===== src/rtl/serial_frame_pkg.sv =====
// Shared types and line constants for the single-wire serial frame transmitter.
package serial_frame_pkg;

  typedef enum logic [2:0] {
    IDLE,
    START,
    DATA,
    PARITY,
    STOP
  } tx_state_t;

  localparam logic TXD_IDLE  = 1'b1;
  localparam logic START_BIT = 1'b0;

endpackage


===== src/rtl/bit_timer.sv =====
// Bit-period timer: counts clocks while run is high and flags the last clock of each bit.
module bit_timer #(
  parameter int unsigned CLKS_PER_BIT = 4
) (
  input  logic clk,
  input  logic rst,
  input  logic run,
  output logic tick
);

  localparam int unsigned CNT_W = (CLKS_PER_BIT > 1) ? $clog2(CLKS_PER_BIT) : 1;
  localparam logic [CNT_W-1:0] LAST = CNT_W'(CLKS_PER_BIT - 1);

  if (CLKS_PER_BIT == 0) begin : g_bad_cfg
    $error("bit_timer: CLKS_PER_BIT must be at least 1");
  end

  logic [CNT_W-1:0] cnt_q;

  // Counter restarts whenever the line goes idle so every frame starts phase-aligned.
  always_ff @(posedge clk or negedge rst) begin
    if (!rst) begin
      cnt_q <= '0;
    end else if (!run || (cnt_q == LAST)) begin
      cnt_q <= '0;
    end else begin
      cnt_q <= cnt_q + CNT_W'(1);
    end
  end

  assign tick = run && (cnt_q == LAST);

endmodule


===== src/rtl/serial_frame_tx.sv =====
// Parallel-in, serial-out frame transmitter: start bit, N data bits LSB first,
// optional parity bit, stop bit, each held for CLKS_PER_BIT clocks.
module serial_frame_tx
  import serial_frame_pkg::*;
#(
  parameter int unsigned N            = 4,
  parameter int unsigned CLKS_PER_BIT = 4,
  parameter int unsigned PARITY_EN    = 1,
  parameter int unsigned PARITY_ODD   = 0
) (
  input  logic         clk,
  input  logic         rst,
  input  logic [N-1:0] D,
  input  logic         valid,
  output logic         ready,
  output logic         txd,
  output logic         busy,
  output logic         done
);

  localparam int unsigned IDX_W = (N > 1) ? $clog2(N) : 1;
  localparam logic [IDX_W-1:0] LAST_IDX = IDX_W'(N - 1);

  tx_state_t        state_q, state_d;
  logic [N-1:0]     shreg_q, shreg_d;
  logic [IDX_W-1:0] idx_q, idx_d;
  logic             parity_q, parity_d;
  logic             txd_d, ready_d, busy_d, done_d;
  logic             tick;

  // busy is high exactly from START through STOP, so it doubles as the timer enable.
  bit_timer #(
    .CLKS_PER_BIT(CLKS_PER_BIT)
  ) u_bit_timer (
    .clk (clk),
    .rst (rst),
    .run (busy),
    .tick(tick)
  );

  always_ff @(posedge clk or negedge rst) begin
    if (!rst) begin
      state_q  <= IDLE;
      shreg_q  <= '0;
      idx_q    <= '0;
      parity_q <= 1'b0;
      txd      <= TXD_IDLE;
      ready    <= 1'b1;
      busy     <= 1'b0;
      done     <= 1'b0;
    end else begin
      state_q  <= state_d;
      shreg_q  <= shreg_d;
      idx_q    <= idx_d;
      parity_q <= parity_d;
      txd      <= txd_d;
      ready    <= ready_d;
      busy     <= busy_d;
      done     <= done_d;
    end
  end

  // Next-state and next-output logic; txd_d is the value the line takes on the coming edge.
  always_comb begin
    state_d  = state_q;
    shreg_d  = shreg_q;
    idx_d    = idx_q;
    parity_d = parity_q;
    txd_d    = txd;
    ready_d  = ready;
    busy_d   = busy;
    done_d   = 1'b0;

    case (state_q)
      IDLE: begin
        txd_d = TXD_IDLE;
        if (valid && ready) begin
          state_d  = START;
          shreg_d  = D;
          parity_d = (^D) ^ (PARITY_ODD != 0);
          txd_d    = START_BIT;
          ready_d  = 1'b0;
          busy_d   = 1'b1;
        end
      end
      START: begin
        if (tick) begin
          state_d = DATA;
          txd_d   = shreg_q[0];
          shreg_d = shreg_q >> 1;
          idx_d   = '0;
        end
      end
      DATA: begin
        if (tick) begin
          if (idx_q == LAST_IDX) begin
            if (PARITY_EN != 0) begin
              state_d = PARITY;
              txd_d   = parity_q;
            end else begin
              state_d = STOP;
              txd_d   = TXD_IDLE;
            end
          end else begin
            idx_d   = idx_q + IDX_W'(1);
            txd_d   = shreg_q[0];
            shreg_d = shreg_q >> 1;
          end
        end
      end
      PARITY: begin
        if (tick) begin
          state_d = STOP;
          txd_d   = TXD_IDLE;
        end
      end
      STOP: begin
        if (tick) begin
          state_d = IDLE;
          txd_d   = TXD_IDLE;
          ready_d = 1'b1;
          busy_d  = 1'b0;
          done_d  = 1'b1;
        end
      end
      default: begin
        state_d = IDLE;
        txd_d   = TXD_IDLE;
        ready_d = 1'b1;
        busy_d  = 1'b0;
      end
    endcase
  end

endmodule


===== config.mk =====
export PLATFORM = sky130hd
export DESIGN_NAME = serial_frame_tx
export DESIGN_NICKNAME = d
export VERILOG_FILES = /design/src/rtl/serial_frame_pkg.sv /design/src/rtl/bit_timer.sv /design/src/rtl/serial_frame_tx.sv
export SDC_FILE = /design/constraint.sdc
export NUM_CORES = 1
export LEC_CHECK = 0
export ABC_AREA = 1
export CAP_MARGIN = 0
export CORE_UTILIZATION = 30
export DETAILED_ROUTE_END_ITERATION = 10
export GPL_ROUTABILITY_DRIVEN = 0
export HOLD_SLACK_MARGIN = 0.08
export PLACE_DENSITY = 0.48
export SLEW_MARGIN = 15
export SYNTH_ARGS = -nofsm -noshare
export SYNTH_HDL_FRONTEND = slang
export SYNTH_SLANG_ARGS = --single-unit

===== constraint.sdc =====
create_clock -name clk -period 1.3 [get_ports clk]
set_input_delay 0.26 -clock clk [delete_from_list [all_inputs] [get_ports clk]]
set_output_delay 0.26 -clock clk [all_outputs]
set_load 0.005 [all_outputs]

* Yosys cells after proc, flatten, opt, wreduce, memory -nomap -nowiden *
Index checks and enable logic that the tools add are counted.

word-level totals
  register bits after elaboration = 16
  input bits = 7

cells by class
  equal/unequal tests = 14
  bitwise operators = 1
  reduce and logical (&&, ||, !) cells = 16
  muxes and demuxes = 30
  $add $sub $neg = 2

operators with widths
  cell                                                                   count
  3-bit 2-to-1 mux                                                       6
  4-bit 2-to-1 mux                                                       4
  3-bit case mux with 5 select lines                                     1
  2-bit inequality test, second input constant                           7
  4-bit case mux with 3 select lines                                     1
  1-bit 2-to-1 mux                                                       10
  2-bit 2-to-1 mux                                                       4
  3-bit by 2-bit equality test with 1-bit output, second input constant  2
  1-bit case mux with 3 select lines                                     2
  3-bit AND reduction                                                    2
  6-bit AND reduction                                                    1
  5-bit AND reduction                                                    1
  2-bit by 1-bit adder with 2-bit output, second input constant          2
  2-bit equality test, second input constant                             2
  1-bit case mux with 4 select lines                                     1
  2-bit case mux with 2 select lines                                     1
  4-bit AND reduction                                                    1
  4-bit parity                                                           1
  3-bit by 1-bit equality test with 1-bit output, second input constant  1
  3-bit equality test, second input constant                             1
  3-bit zero test                                                        1
  3-bit nonzero test                                                     1
  3-bit OR reduction                                                     1
  1-bit logical AND                                                      2
  other kinds (7)                                                        7

* Depth between registers and ports, before layout *
Gate-level depths: netlist of the first run.

  depth in word-level cells = 4
  depth in mapped cells = 9
  mapped depth without buffers = 8

* By module *
Synthesis of the first run repeated with hierarchy kept, for this count alone.

unflattened totals
  cell total of the unflattened synthesis = 132
  area, all modules = 1,048.5 um^2

modules (own cells, without submodules)
  module           instances  area an instance (um^2)  cells an instance  sequential area each (um^2)
  serial_frame_tx  1          959.7                    122                352.8
  bit_timer        1          88.8                     10                 50.0

* Least setup slack after synthesis of the first run *
Ideal clock, no wire load.

  path type = register to register
  start point = register u_bit_timer.cnt_q[0]
  end point = register shreg_q[0]
  clock period less this slack = 1.336 ns
  stages on the path, launching flop included = 8
  setup slack = -0.036 ns
  data arrival time = 1.213 ns
  library setup time = 0.123 ns
  buffers on the path = 0
  data required time = 1.177 ns
  cells stage by stage = dfrtp_1 > ha_1 > nand2_1 > inv_1 > o21ai_2 > nor2_1 > nand2_1 > nand2_1

on the way
  longest elaborated chain between the ends = 4
  elaborated cells on any way between the ends = 5

RTL lines
  item                             RTL line               RTL
  start, declared                  bit_timer.sv:18        logic [CNT_W-1:0] cnt_q;
  start signal, assigned           bit_timer.sv:27        cnt_q <= cnt_q + CNT_W'(1);
  2-bit equality test *            bit_timer.sv:31        assign tick = run && (cnt_q == LAST);
  1-bit logical AND *              bit_timer.sv:31
  2-bit inequality test (no line)  -
  5-bit AND reduction (no line) *  -
  end signal, assigned             serial_frame_tx.sv:53  shreg_q <= shreg_d;
  end, declared                    serial_frame_tx.sv:25  logic [N-1:0] shreg_q, shreg_d;

Mark *: on every way between the ends. The rest lies on a longest branch, timed or not.
A chain may end at the register's enable or synchronous reset.

* Worst setup path after layout of the first run *
  start point = register state_q[0]
  end point = register state_q[1]

on the way
  longest elaborated chain between the ends = 3
  elaborated cells on any way between the ends = 13

RTL lines
  item                                                                          RTL line               RTL
  start, declared                                                               serial_frame_tx.sv:24  tx_state_t state_q, state_d;
  start signal, assigned                                                        serial_frame_tx.sv:52  state_q <= state_d;
  3-bit by 2-bit equality test with 1-bit output, or another cell as far along  serial_frame_tx.sv:74  case (state_q)
  2-bit inequality test (no line)                                               -
  6-bit AND reduction (no line)                                                 -

Parallel ways exist; a longest one is shown, timed or not.

==> out/results.txt, run 1 <==
Max cap viols: 0
Fillers: 275
Setup TNS: -0.1716 ns
Vias after detailed routing: 866
Commonest non-fill, non-tap cell in the layout: nand2_1
Yosys cell types: 24
Share of cells above drive strength 1: 45.33%
Vias in the first global route: 883
Pins over their slew limit: 0
Post-Syn Area: 894.6 um2
Clk_lat worst skew: 0.29 ns
Area leader, netlist: dfrtp_1
Die X-Extent: 56.61 um
Final Hold Vio Count: 0
Failing checks: setup timing
Tcrit/Tclk final: 103.4%
Post-Route WL: 2260 um
Total Routing Usage GR: 14.95%
Crit end category: flip-flop
Core area: 2781 um2
Buf/Inv on CP: 2
Tightest hold margin: 0.2770 ns
Arr. time, crit path: 1.58 ns
Total die area: 3204 um2
Yosys top cell area share: 39.16%
Top delay family on crit path: flip-flops
CP peak stage delay: 0.46 ns
Worst setup margin: -0.04443 ns
Antenna violations before repair: 0
Hold Path Class: primary input to asynchronous set/reset pin
Worst-margin pin slew: 0.2394 ns
Hpwl dp: 1503 um
Std cell rows: 19
Worst-path clk slew: 0.10 ns
Yosys warning count: 0
Num CTS Buffers: 3
IO Port Bufs: 10
Most frequent cells in the layout: 33 x nand2_1, 15 x buf_4, 11 x dfrtp_1
VDD IR max: 1.137 mV
Drt drc: 0
Worst slack, placed: -0.2035 ns
Area delta synth->final: 54.83%
Synth Net Count: 126
CTS root buf: clkbuf_4
Largest net degree at the start of global routing: 17
DR iter-0 viols: 10
PD cells: 2351 nW/um2
Vias per inst: 4.785
Status: complete, but fails checks
CP Launch Type: flip-flop
Yosys reg bits: 16
Clk_skew: 0.004763 ns
WP data required: 1.54 ns
RSZ-0062 raised after global routing: true
P_leak: 0.6720 nW
Most used cell, CP: nand2_1
Final ANT Viol Nets: 0
Synthesized area per cell: 7.646 um2
Period minus WS final: 1.344 ns
Cells after Synth: 117
Worst path cell trace: nor2_4 -> buf_6 -> nand3_2 -> o21ai_4 -> inv_2 -> nand2_2 -> nand2_1 -> nand2_1
# setup viols final: 7
Synth area leaders: dfrtp_1 39%, nand2_1 18%, nand3_1 6.7%
Final #Nets: 160
Ant. Diodes: 0
First-pass GRT wire length: 3691 um
Worst path slowest cell: dfrtp_2
Congestion Overflow GR: 0
Drt pass-1 iters: 2
WS Path Type: flip-flop to flip-flop
Clk sinks: 16
# IOs: 11
Crit-path max FO: 6
Wirelength per Cell: 12.49 um
Die span in y: 56.61 um
Number of H-tree levels: 1
CTS Buffer Depth: 2
Maximum clock frequency: 743.8 MHz
Register area share after synthesis: 45.03%
Starting density of the core: 32.16%
TritonCTS clock tree: done
Slew HR: 83.98%
repair_timing:
action | in CTS | in global routing
setup buffers | 5 | 4
setup endpoints to repair | 17 | 14
hold endpoints to repair | 0 | 0
resized for setup | 28 | 34
hold buffers | 0 | 0
pin swaps | 7 | 10
state kept, by name, indices dropped and copies added, names as in the netlist:
name               flops
busy                   1
ready                  1
state_q                3
idx_q                  2
txd                    1
done                   1
u_bit_timer.cnt_q      2
shreg_q                4
parity_q               1
logic make-up after synthesis:
kind of cell    synth area share (%)
compound gates                 7.553
buf+inv                        5.036
simple gates                   37.62
fa+ha+maj                      2.797
flops                          45.04
xor+xnor                       1.958
cell usage after synthesis:
cell and count:
nor2_2 1, or2_2 1, nand2_1 42, nor2_1 7, o22ai_1 1, nor3b_1 1, a21oi_1 1, nor3_1 2
nand4_1 2, ha_1 2, buf_4 1, xor2_1 1, dfrtp_1 14, nor2_4 1, o21ai_0 8, dfstp_2 2
o21ai_2 1, inv_1 8, o21a_1 1, nand2_2 3, inv_2 2, nand3_2 2, nand3_1 12, xnor2_1 1
layer usage:
| layer | vias to the layer above | global-route usage [%] | wire (um) |
|---|---|---|---|
| met5 | - | 0 | 0 |
| met4 | 0 | 4.181 | 17 |
| met3 | 2 | 4.147 | 66 |
| met2 | 13 | 27.39 | 1188 |
| met1 | 405 | 16.72 | 988 |
| li1 | 446 | - | - |
worst reg2reg max path: cells and delay by family, from the launching register on:
family | cells | cell delay (ns)
buffers and inverters | 2 | 0.24
and+or+nand+nor | 5 | 0.46
AOI/OAI and AO/OA | 1 | 0.12
DFF | 1 | 0.46
per-stage QoR:
step / instance area, um2 / power (mW) / std cells / utilization, %
3_5_place_dp: 1111 / 2.262 / 168 / 39.95
6_report: 1385 / 3.257 / 181 / 49.80
3_3_place_gp: 1111 / 2.235 / 168 / 39.95
5_1_grt: 1385 / 3.533 / 181 / 49.80
2_1_floorplan: 897.1 / 1.770 / 117 / -
4_1_cts: 1239 / 2.826 / 177 / 44.53
cell type report:
cell class,instances,area [um2],share of cell area [%]
sequential,16,406.6,29.36
inverter,10,42.54,3.071
multi-input combinational,90,604.3,43.63
tap,31,38.79,2.800
timing repair buffer,30,256.5,18.52
clock buffer,4,36.28,2.620
worst paths after layout:
| kind | start | end | slack (ns) | cells past startpoint |
|---|---|---|---|---|
| min in group clk | txd | txd | 0.47 | 2 |
| worst min-delay path | rst | done | 0.28 | 2 |
| worst min register to register | txd | txd | 0.47 | 2 |
| max in group asynchronous | rst | txd | 0.77 | 2 |
| worst max-delay path | state_q[0] | state_q[1] | -0.04 | 8 |
| worst max register to register | state_q[0] | state_q[1] | -0.04 | 8 |
report_power, final:
group          switching (mW)  internal [mW]
clock network           0.171          0.171
logic                    1.14          0.917
registers               0.145          0.710
Power figures use the tool's default switching activity.
==> run 2: changes to the inputs <==
GPL_TIMING_DRIVEN = 0   (was not set)
==> out/results.txt, run 2 (synthesized netlist as in run 1, its figures left out) <==
Status: complete, but fails checks
Failing checks: setup timing
Antenna violations before repair: 0
Final Hold Vio Count: 0
Hpwl dp: 1449 um
Hold Path Class: primary input to asynchronous set/reset pin
Routed met3 length: 82 um
Largest register FFs: 4
Die X-Extent: 56.61 um
Top layer in use: met4
Biggest regs: shreg_q: 4 flops, state_q: 3 flops
Tot Pwr: 2.863 mW
Arr. time, crit path: 1.55 ns
Tcrit/Tclk final: 104.8%
Clk sinks: 16
Total die area: 3204 um2
Vias per inst: 4.994
Max cap viols: 0
DR iter-0 viols: 24
Placed inst area: 1036 um2
Share of cells above drive strength 1: 34.72%
WS Path Type: flip-flop to flip-flop
Largest net degree at the start of global routing: 17
VDD IR max: 1.288 mV
Final ANT Viol Nets: 0
RSZ-0062 raised after global routing: true
Congestion Overflow GR: 0
Placed insts: 158
Drt pass-1 iters: 4
Worst-margin pin slew: 0.7371 ns
# setup viols final: 7
Slew HR: 50.71%
Crit-path max FO: 7
Area delta synth->final: 39.30%
Final #Nets: 154
Worst-path clk slew: 0.10 ns
CP Launch Type: flip-flop
Setup TNS: -0.2065 ns
Finished Core Util: 44.80%
Ant. Diodes: 0
Clk_lat worst skew: 0.29 ns
Core area: 2781 um2
Tightest hold margin: 0.3954 ns
Maximum clock frequency: 734.0 MHz
Final Instance Area: 1246 um2
Drt drc: 0
Period minus WS final: 1.362 ns
Starting density of the core: 32.16%
Pins over their slew limit: 0
Number of H-tree levels: 1
Commonest non-fill, non-tap cell in the layout: nand2_1
First-pass GRT wire length: 3498 um
Post-route insts no fill: 175
P_leak: 0.6188 nW
Wire length on met2: 1149 um
CTS Buffer Depth: 2
Num CTS Buffers: 3
PD cells: 2298 nW/um2
Worst slack, placed: -0.2265 ns
Std cell rows: 19
Most frequent cells in the layout: 37 x nand2_1, 12 x buf_4, 12 x dfrtp_1
Vias after detailed routing: 874
Total Routing Usage GR: 14.29%
Wirelength per Cell: 12.65 um
Crit end category: flip-flop
# IOs: 11
Clk_skew: 0.005471 ns
Vias in the first global route: 839
Post-Route WL: 2214 um
Top reg by flops: shreg_q
TritonCTS clock tree: done
Die span in y: 56.61 um
WP data required: 1.49 ns
Worst setup margin: -0.06232 ns
IO Port Bufs: 10
DRT met1 WL: 963 um
CTS root buf: clkbuf_4
run 2: changes by cell type in the layout (fill, tap and decap cells not counted), moves of 3 or more:
cell and change:
nand2_1 +4, o21ai_0 +3, buf_6 -3, nand2_4 -3, buf_4 -3
run 2: layer usage:
| layer | vias to the layer above | GRT usage (%) |
|---|---|---|
| li1 | 438 | - |
| met1 | 417 | 16.91 |
| met2 | 17 | 24.71 |
| met3 | 2 | 5.069 |
| met4 | 0 | 3.136 |
| met5 | - | 0 |
run 2: final timing paths:
check	startpoint	end	slack, ns	cells after the start
setup / recovery	state_q[0]	parity_q	-0.06	5
setup reg to reg	state_q[0]	parity_q	-0.06	5
max in group asynchronous	rst	state_q[0]	0.40	1
hold / removal	rst	done	0.40	1
hold reg to reg	txd	txd	0.47	2
min in group clk	txd	txd	0.47	2
run 2: where the power goes:
| group | internal (mW) | leakage [nW] | switching [mW] | total (mW) |
|---|---|---|---|---|
| sequential | 0.707 | 0.199 | 0.137 | 0.844 |
| combinational | 0.739 | 0.405 | 0.991 | 1.73 |
| clock | 0.119 | 0.0150 | 0.169 | 0.289 |
| total | 1.57 | 0.619 | 1.30 | 2.86 |
run 2: area by class of cell:
cell class,instances,area (um2)
sequential,16,405.4
buffer,1,7.507
multi-input combinational,90,535.5
timing repair buffer,23,192.7
clock buffer,4,26.28
fill,285,1535
inverter,10,40.04
tap,31,38.79
run 2: timing repair:
| item | in CTS | in global routing |
|---|---|---|
| gates resized for setup | 23 | 15 |
| hold buffers | 0 | 0 |
| buffers inserted | 9 | 4 |
| endpoints found under the setup margin | 17 | 14 |
| pin swaps | 5 | 7 |
run 2: critical path, stage by stage (launching register included):
cell and delay (ns):
dfrtp_2 0.48, nor2_4 0.24, nand2_1 0.12, nor2_2 0.18
nand2_1 0.08, o21a_1 0.16
